### config.mk
export PLATFORM = sky130hd
export DESIGN_NAME = tdc_multi_shot
export DESIGN_NICKNAME = d
export VERILOG_FILES = /design/src/rtl/tdc_multi_shot.sv
export SDC_FILE = /design/constraint.sdc
export NUM_CORES = 1
export LEC_CHECK = 0
export CAP_MARGIN = 10
export CORE_MARGIN = 10
export CORE_UTILIZATION = 55
export CTS_BUF_LIST = sky130_fd_sc_hd__clkbuf_4
export CTS_CLUSTER_SIZE = 24
export DETAILED_ROUTE_END_ITERATION = 16
export PLACE_DENSITY_LB_ADDON = 0.25
export SLEW_MARGIN = 20
export SYNTH_ARGS = -nofsm -noshare
export SYNTH_HDL_FRONTEND = slang
export SYNTH_SLANG_ARGS = --single-unit
### constraint.sdc
create_clock -name clk -period 2.6 [get_ports clk]
set_clock_uncertainty 0.2 [all_clocks]
set_input_delay 0.52 -clock clk [delete_from_list [all_inputs] [get_ports clk]]
set_output_delay 0.52 -clock clk [all_outputs]
set_load 0.02 [all_outputs]
### src/rtl/tdc_multi_shot.sv
`default_nettype none
// tdc_multi_shot: tapped cinv delay-line TDC with two-flop capture, thermometer encoder,
// timeout and 2^AVG_LOG2 shot averaging. Optional macro TDC_BUBBLE_FIX_EN selects the majority-filter encoder.

module cinv (
  input  logic a,
  output logic y
);
  assign y = ~a;
endmodule

module tdc_multi_shot #(
  parameter int N_TAPS      = 32,
  parameter int INV_PER_TAP = 2,
  parameter int AVG_LOG2    = 2,
  parameter int DRAIN_CYC   = 4,
  parameter int TIMEOUT_CYC = 255,
  parameter int CODE_W      = $clog2(N_TAPS + 1)
) (
  input  logic                       clk,
  input  logic                       rst,
  input  logic                       arm,
  input  logic                       hit,
  output logic                       busy,
  output logic                       result_valid,
  input  logic                       result_ready,
  output logic [CODE_W+AVG_LOG2-1:0] result_sum,
  output logic [CODE_W-1:0]          result_mean,
  output logic                       result_ovf,
  output logic                       result_tmo
);
  localparam int N_CELLS = N_TAPS * INV_PER_TAP;
  localparam int SUM_W   = CODE_W + AVG_LOG2;
  localparam int SHOT_W  = AVG_LOG2 + 1;
  localparam int TMO_W   = $clog2(TIMEOUT_CYC + 1);
  localparam int DRN_W   = $clog2(DRAIN_CYC + 1);
  localparam logic [SHOT_W-1:0] N_SHOTS = SHOT_W'(2 ** AVG_LOG2);

  typedef enum logic [2:0] {
    IDLE    = 3'd0,
    ARMED   = 3'd1,
    ENC     = 3'd2,
    ENC2    = 3'd3,
    DRAIN   = 3'd4,
    WAITLOW = 3'd5,
    DONE    = 3'd6
  } state_t;

  state_t              state, state_next;
  logic                gate_en;
  logic                line_in;
  logic [N_TAPS-1:0]   taps;
  logic [N_TAPS-1:0]   cap1, cap2, snap;
  logic [CODE_W-1:0]   code;
  logic [TMO_W-1:0]    tmo_cnt;
  logic [DRN_W-1:0]    drn_cnt;
  logic [SHOT_W-1:0]   shots;
  logic [SUM_W-1:0]    acc;
  logic                ovf_flag, tmo_flag;
  logic                tmo_last, drn_last;
`ifdef TDC_BUBBLE_FIX_EN
  logic [CODE_W-1:0]   code_q;
`endif

  assign line_in = hit & gate_en;

  // Each cell gets its own net so the chain is not one self-dependent vector.
  for (genvar i = 0; i < N_CELLS; i++) begin : g_cell
    logic y;
    if (i == 0) begin : g_first
      cinv u_inv (.a(line_in), .y(y));
    end else begin : g_next
      cinv u_inv (.a(g_cell[i-1].y), .y(y));
    end
  end

  for (genvar k = 0; k < N_TAPS; k++) begin : g_tap
    assign taps[k] = g_cell[(k+1)*INV_PER_TAP-1].y;
  end

  function automatic logic [CODE_W-1:0] encode(input logic [N_TAPS-1:0] c);
    logic [CODE_W-1:0] n;
`ifdef TDC_BUBBLE_FIX_EN
    logic [N_TAPS+1:0] e;
    logic              found;
    e     = {1'b0, c, 1'b1};
    n     = CODE_W'(N_TAPS);
    found = 1'b0;
    for (int k = 0; k < N_TAPS; k++) begin
      if (!((e[k] & e[k+1]) | (e[k] & e[k+2]) | (e[k+1] & e[k+2])) && !found) begin
        n     = CODE_W'(k);
        found = 1'b1;
      end
    end
`else
    n = '0;
    for (int k = 0; k < N_TAPS; k++) begin
      n = n + CODE_W'(c[k]);
    end
`endif
    return n;
  endfunction

  assign code     = encode(snap);
  assign tmo_last = (tmo_cnt == TMO_W'(TIMEOUT_CYC - 1));
  assign drn_last = (drn_cnt == DRN_W'(DRAIN_CYC - 1));
  assign busy     = (state != IDLE) && (state != DONE);

  always_ff @(posedge clk) begin
    if (rst) begin
      state <= IDLE;
    end else begin
      state <= state_next;
    end
  end

  always_comb begin
    state_next = state;
    case (state)
      IDLE: begin
        if (arm) state_next = ARMED;
      end
      ARMED: begin
        if (cap2[0])       state_next = ENC;
        else if (tmo_last) state_next = DRAIN;
      end
`ifdef TDC_BUBBLE_FIX_EN
      ENC:  state_next = ENC2;
      ENC2: state_next = DRAIN;
`else
      ENC:  state_next = DRAIN;
`endif
      DRAIN: begin
        if (drn_last) state_next = (shots == N_SHOTS) ? DONE : WAITLOW;
      end
      WAITLOW: begin
        if (cap2 == '0) state_next = ARMED;
      end
      DONE: begin
        if (result_valid && result_ready) state_next = IDLE;
      end
      default: state_next = IDLE;
    endcase
  end

  always_ff @(posedge clk) begin
    if (rst) begin
      cap1         <= '0;
      cap2         <= '0;
      snap         <= '0;
      gate_en      <= 1'b0;
      tmo_cnt      <= '0;
      drn_cnt      <= '0;
      shots        <= '0;
      acc          <= '0;
      ovf_flag     <= 1'b0;
      tmo_flag     <= 1'b0;
      result_valid <= 1'b0;
      result_sum   <= '0;
      result_mean  <= '0;
      result_ovf   <= 1'b0;
      result_tmo   <= 1'b0;
`ifdef TDC_BUBBLE_FIX_EN
      code_q       <= '0;
`endif
    end else begin
      cap1    <= taps;
      cap2    <= cap1;
      drn_cnt <= (state == DRAIN) ? drn_cnt + 1'b1 : '0;
      case (state)
        IDLE: begin
          if (arm) begin
            gate_en     <= 1'b1;
            acc         <= '0;
            ovf_flag    <= 1'b0;
            tmo_flag    <= 1'b0;
            shots       <= '0;
            tmo_cnt     <= '0;
            result_sum  <= '0;
            result_mean <= '0;
            result_ovf  <= 1'b0;
            result_tmo  <= 1'b0;
          end
        end
        ARMED: begin
          tmo_cnt <= tmo_cnt + 1'b1;
          // Freeze the triggering sample; later samples only show the edge having run further.
          if (cap2[0]) begin
            snap <= cap2;
          end else if (tmo_last) begin
            tmo_flag <= 1'b1;
            gate_en  <= 1'b0;
            shots    <= shots + 1'b1;
          end
        end
`ifdef TDC_BUBBLE_FIX_EN
        ENC: begin
          gate_en <= 1'b0;
          code_q  <= code;
        end
        ENC2: begin
          acc   <= acc + SUM_W'(code_q);
          shots <= shots + 1'b1;
          if (code_q == CODE_W'(N_TAPS)) ovf_flag <= 1'b1;
        end
`else
        ENC: begin
          gate_en <= 1'b0;
          acc     <= acc + SUM_W'(code);
          shots   <= shots + 1'b1;
          if (code == CODE_W'(N_TAPS)) ovf_flag <= 1'b1;
        end
`endif
        DRAIN: begin
          if (drn_last && shots == N_SHOTS) begin
            result_valid <= 1'b1;
            result_sum   <= acc;
            result_mean  <= CODE_W'(acc >> AVG_LOG2);
            result_ovf   <= ovf_flag;
            result_tmo   <= tmo_flag;
          end
        end
        WAITLOW: begin
          if (cap2 == '0) begin
            gate_en <= 1'b1;
            tmo_cnt <= '0;
          end
        end
        DONE: begin
          if (result_ready) result_valid <= 1'b0;
        end
        default: ;
      endcase
    end
  end
endmodule

`default_nettype wire

Word level (Yosys, flattened, before mapping)
Index checks and enable logic that the tools add are counted.
- flip-flop bits (word level): 49
- latch bits: 0
- RAM bits: 0
- memory bits (read-only): 0
- input bits: 5
- output and inout bits: 18
- word-level logic and storage cells: 136
- memories: 0
- add/sub/neg operators: 35
- multipliers: 0
- div/mod/pow operators: 0
- $lt $le $gt $ge: 0
- equality and inequality tests: 20
- shift-type cells: 0
- multiplexer cells: 39
- bitwise logic cells: 2
- reductions and logical operators: 24
- operators with widths (operator ; number):
    adder 6 x 1 -> 6 bit ; 26
    logical NOT 32 bit ; 1
    case mux 8 bit (2 select lines) ; 2
    two-way mux 3 bit ; 9
    two-way mux 8 bit ; 3
    case mux 8 bit (3 select lines) ; 1
    case mux 3 bit (6 select lines) ; 1
    inequality test 2 bit, second input constant ; 8
    equality test 3 bit, second input constant ; 4
    two-way mux 1 bit ; 12
    two-way mux 6 bit ; 2
    case mux 6 bit (2 select lines) ; 1
    AND reduction 3 bit ; 4
    case mux 1 bit (2 select lines) ; 5
    AND reduction 5 bit ; 2
    case mux 3 bit (3 select lines) ; 1
    nonzero test 3 bit ; 3
    adder 8 x 1 -> 8 bit, second input constant ; 1
    adder 8 x 6 -> 8 bit ; 1
    equality test 8 bit, second input constant ; 1
    AND reduction 4 bit ; 2
    nonzero test 2 bit ; 4
    adder 3 x 1 -> 3 bit, second input constant ; 2
    adder 5 x 1 -> 6 bit ; 1
    18 further kinds ; 23

Logic depth before layout (Yosys ltp)
- depth after elaboration: 34
- depth in mapped cells: 11

By module
From an unflattened synthesis, not the netlist that was laid out.
- cells, all modules: 693
- area, all modules: 6005.8 µm²
- modules (own cells, without submodules) (module ; instances ; cells an instance ; area an instance (µm²) ; seq. area each (µm²)):
    tdc_multi_shot ; 1 ; 629 ; 5765.5 ; 2702.6
    cinv ; 64 ; 1 ; 3.8 ; 0.0

Least setup slack after synthesis
OpenSTA, ideal clock, no wires.
- kind: reg-to-reg
- start point: register snap[0]
- end point: register acc[6]
- arrival: 2.011 ns
- path slack: 0.314 ns
- stages on the path, launching flop included: 12
- path buffers: 0
- cells stage by stage: dfxtp_1 > inv_1 > ha_1 > inv_1 > ha_1 > inv_1 > fa_1 > nor2b_1 > o21a_1 > o21ai_0 > a211o_1 > o22ai_1
- cells in the longest elaborated chain, start to end: 33
- ends and longest elaborated chain (element ; line ; RTL):
    start, declared ; 53 ; logic [N_TAPS-1:0] cap1, cap2, snap;
    start signal, assigned ; 189 ; snap <= cap2;
    adder 1 x 1 -> 2 bit ; 98 ; n = n + CODE_W'(c[k]);
    adder 2 x 1 -> 3 bit ; 98 ;
    adder 3 x 1 -> 4 bit ; 98 ;
    adder 4 x 1 -> 5 bit ; 98 ;
    adder 5 x 1 -> 6 bit ; 98 ;
    adder 6 x 1 -> 6 bit (26 in series) ; 98 ;
    adder 8 x 6 -> 8 bit ; 209 ; acc <= acc + SUM_W'(code);
    case mux 8 bit (2 select lines) ; 170 ; case (state)
    end signal, assigned ; 209 ;
    end, declared ; 58 ; logic [SUM_W-1:0] acc;
No other way between the ends.
A chain may end at the register's enable or synchronous reset.

Worst setup path after layout
- start point: register state[0]
- end point: output port busy
- cells in the longest elaborated chain, start to end: 2
- ends and longest elaborated chain (element ; line ; RTL):
    start, declared ; 49 ; state_t state, state_next;
    start signal, assigned ; 113 ; state <= state_next;
    inequality test 3 bit / nonzero test 3 bit (equally long branches) ; 107 ; assign busy = (state != IDLE) && (state != DONE);
    logical AND 1 bit * ; 107 ;
    end, declared ; 24 ; output logic busy,
Every way passes the cells marked *; elsewhere a longest branch is shown, timed or not.

==> flow_summary.json <==
{
  "clk_pin_slew_ns": 0.14,
  "rsz0062_at_grt": "false",
  "r2r_start": "snap[0]",
  "drt_wl_total_um": 4950,
  "yosysTopAreaCell": "dfxtp_1",
  "cp_max_fo": 12,
  "r2r_setup_slack_ns": 0.16,
  "postCtsSetupBuffers": 0,
  "antenna_found_initial": 0,
  "area_growth_pct": 11.6,
  "final_layout_size_suffix_gt1_share_pct": 10.4,
  "fin_crit_sh_pct": 95.3,
  "dr.first_iter.drc_count": 134,
  "tightest_slew_ns": 0.468,
  "first_global_vias": 1775,
  "antenna_cells": 0,
  "hold_end": "drn_cnt[0]",
  "cts_buffers": 5,
  "ys_seq_area_share_pct": 37.2,
  "cp-start-kind": "flop",
  "r2r-end": "acc[6]",
  "critPathCaptureType": "output pin",
  "async_flop_share_pct": 0,
  "ys_top_cells_by_area": "dfxtp_1 (37%), ha_1 (8.1%), a21oi_1 (5.2%)",
  "syn-cell-area_um2": 2320,
  "place_area_um2": 2520,
  "crit_arrival_ns": 1.76,
  "post-synth-top-area-fraction_pct": 37.2,
  "finalHoldViolCount": 0,
  "initial_utilization_pct": 57.5,
  "clock_path_buffers": 2,
  "layout.nets": 308,
  "root_buffer": "clkbuf_4",
  "coreArea_um2": 4030,
  "worstHoldPathType": "flop to flop",
  "p_per_area_nw_per_um2": 617,
  "avgSynthCellArea_um2": 8.61,
  "die-width_um": 84.9,
  "netlist_instances": 269,
  "grt_max_degree": 17,
  "cts_num_sinks": 43,
  "cap_violations": 0,
  "tns_ns": 0,
  "ant_nets": 0,
  "fillers": 363,
  "vias": 1835,
  "gp_congestion": 0.895,
  "wire_per_inst_um": 14.6,
  "finalMaxSlewViolations": 0,
  "reg2reg_depth": 11,
  "peakVddDrop_v": 0.000401,
  "period_needed_ns": 2.48,
  "synth.net_count": 290,
  "cts_tree": "done",
  "critPathKind": "flop to output pin",
  "grtUsageTotal_pct": 14.0,
  "slew_headroom_pct": 68.7,
  "fmax_mhz": 404,
  "post_drt_via_cell_ratio": 5.43,
  "first_pass_iters": 4,
  "setup_viol": 0,
  "drcViolationCount": 0,
  "fp.dieH_um": 84.9,
  "p_leak_nw": 0.969,
  "worstSkewPairLatency_ns": 0.36,
  "synth_ff_type": "dfxtp_1",
  "yosysUniqueCellTypes": 55,
  "die-area_um2": 7210,
  "design_area_um2": 2580,
  "synth-edff-count": 0,
  "rows": 23,
  "whs_path_depth": 1,
  "io_pins": 23,
  "yosysWarnings": 0,
  "status": "completed",
  "critPathRequiredTime_ns": 1.88,
  "overflow": 0,
  "min_from": "drn_cnt[0]",
  "yosys_register_bits": 43,
  "htree_levels": 2,
  "hpwl_um": 3670,
  "io_buffers": 22,
  "grt_pass1_wl_um": 8480
}
## final cells by class
| class | instances | area [um^2] | area share, % |
|---|---|---|---|
| clock inverters | 3 | 20.0 | 0.775 |
| well taps | 50 | 62.6 | 2.42 |
| multi-input cells | 196 | 1270 | 49.3 |
| clock buffers | 5 | 37.5 | 1.45 |
| inverters | 10 | 37.5 | 1.45 |
| flip-flops and latches | 43 | 863 | 33.4 |
| repair buffers | 31 | 288 | 11.1 |
## cells in the mapped netlist, types with 2 or more instances
master,instances
dfxtp_1,43
nor2_1,27
nand2_1,25
a21oi_1,24
nand3_1,16
ha_1,15
inv_1,10
xnor2_1,8
o21ai_0,7
buf_4,6
xor2_1,6
clkbuf_1,5
nand2b_1,5
nor2b_1,5
nor3_1,5
and2_1,4
clkbuf_8,4
a31oi_1,3
buf_2,3
nand4_1,3
or3_1,3
a22oi_1,2
and3_1,2
mux2i_1,2
nor3_2,2
nor3b_1,2
nor4_1,2
o21a_1,2
or2_2,2
## how the worst max path moves through the flow
| stage | from | endpoint | slack, ns |
|---|---|---|---|
| 2_1_floorplan | snap[0] | acc[6] | 0.31 |
| 3_3_place_gp | arm | shots[1] | 0.17 |
| 3_5_place_dp | arm | state[2] | 0.08 |
| 4_1_cts | state[2] | busy | 0.11 |
| 5_1_grt | snap[0] | acc[6] | 0.01 |
| 6_report | state[0] | busy | 0.12 |
## critical path: stages, from the launching register on
cell and delay, ns:
dfxtp_1 0.64, nand2b_1 0.17, clkdlybuf4s50_1 0.60
## repair_timing
item	4_1_cts	5_1_grt
endpoints found under the setup margin	0	2
gates resized for setup	0	2
hold buffers	0	0
## cell families after synthesis
kind of cell	synth area share, %
simple gates	24.7
compound gates	15.2
flops	37.2
buf+inv	7.78
fa+ha+maj	8.97
xor+xnor	5.29
mux	0.864
## power by group
| part | switching (mW) | internal [mW] | leakage, nW |
|---|---|---|---|
| clock | 0.237 | 0.104 | 0.0288 |
| sequential | 0.0630 | 0.706 | 0.349 |
| combinational | 0.280 | 0.205 | 0.592 |
| total | 0.580 | 1.01 | 0.969 |
## placed cells by master (no fill, tap or decap), types with 4 or more instances in the layout
cell / count
xnor2_1: 8
xor2_1: 6
nor2_1: 27
dfxtp_1: 41
nand3_1: 16
inv_1: 10
nand2_1: 25
buf_4: 9
nand2b_1: 5
and2_1: 4
clkbuf_4: 5
nor3_1: 5
ha_1: 15
a21oi_1: 24
nor2b_1: 5
o21ai_0: 7
clkdlybuf4s50_1: 22
## flip-flops by register name, summed over array words and instances, names as in the netlist
| signal | count |
|---|---|
| acc | 8 |
| cap1 | 1 |
| cap2 | 1 |
| drn_cnt | 3 |
| gate_en | 1 |
| ovf_flag | 1 |
| result_ovf | 1 |
| result_sum | 8 |
| result_tmo | 1 |
| result_valid | 1 |
| shots | 3 |
| snap | 2 |
| state | 3 |
| tmo_cnt | 8 |
| tmo_flag | 1 |
## routing by layer
metal | GRT usage (%) | part of all wire (%) | routed length [um] | vias to the layer above
met5 | 0 | 0 | 0 | -
met1 | 18.5 | 50 | 2480 | 830
met4 | 4.19 | 1.2 | 60 | 0
met3 | 4.40 | 6.1 | 303 | 5
li1 | - | - | - | 956
met2 | 21.3 | 43 | 2110 | 44
## per-stage QoR
| stage | utilization [%] | hold WS [ns] | std cells | setup slack (ns) | total power [mW] |
|---|---|---|---|---|---|
| final | 64.1 | 0.247 | 338 | 0.122 | 1.59 |
| after global routing | 64.1 | 0.261 | 338 | 0.0124 | 1.69 |
| after CTS | 64.1 | 0.246 | 338 | 0.106 | 1.60 |
| after detailed placement | 62.6 | 0.227 | 330 | 0.0759 | 1.26 |
| after global placement | 62.6 | 0.224 | 330 | 0.167 | 1.25 |
| after floorplan | - | 0.207 | 269 | 0.314 | 1.16 |
No activity file was read; power rests on OpenSTA's default activity.
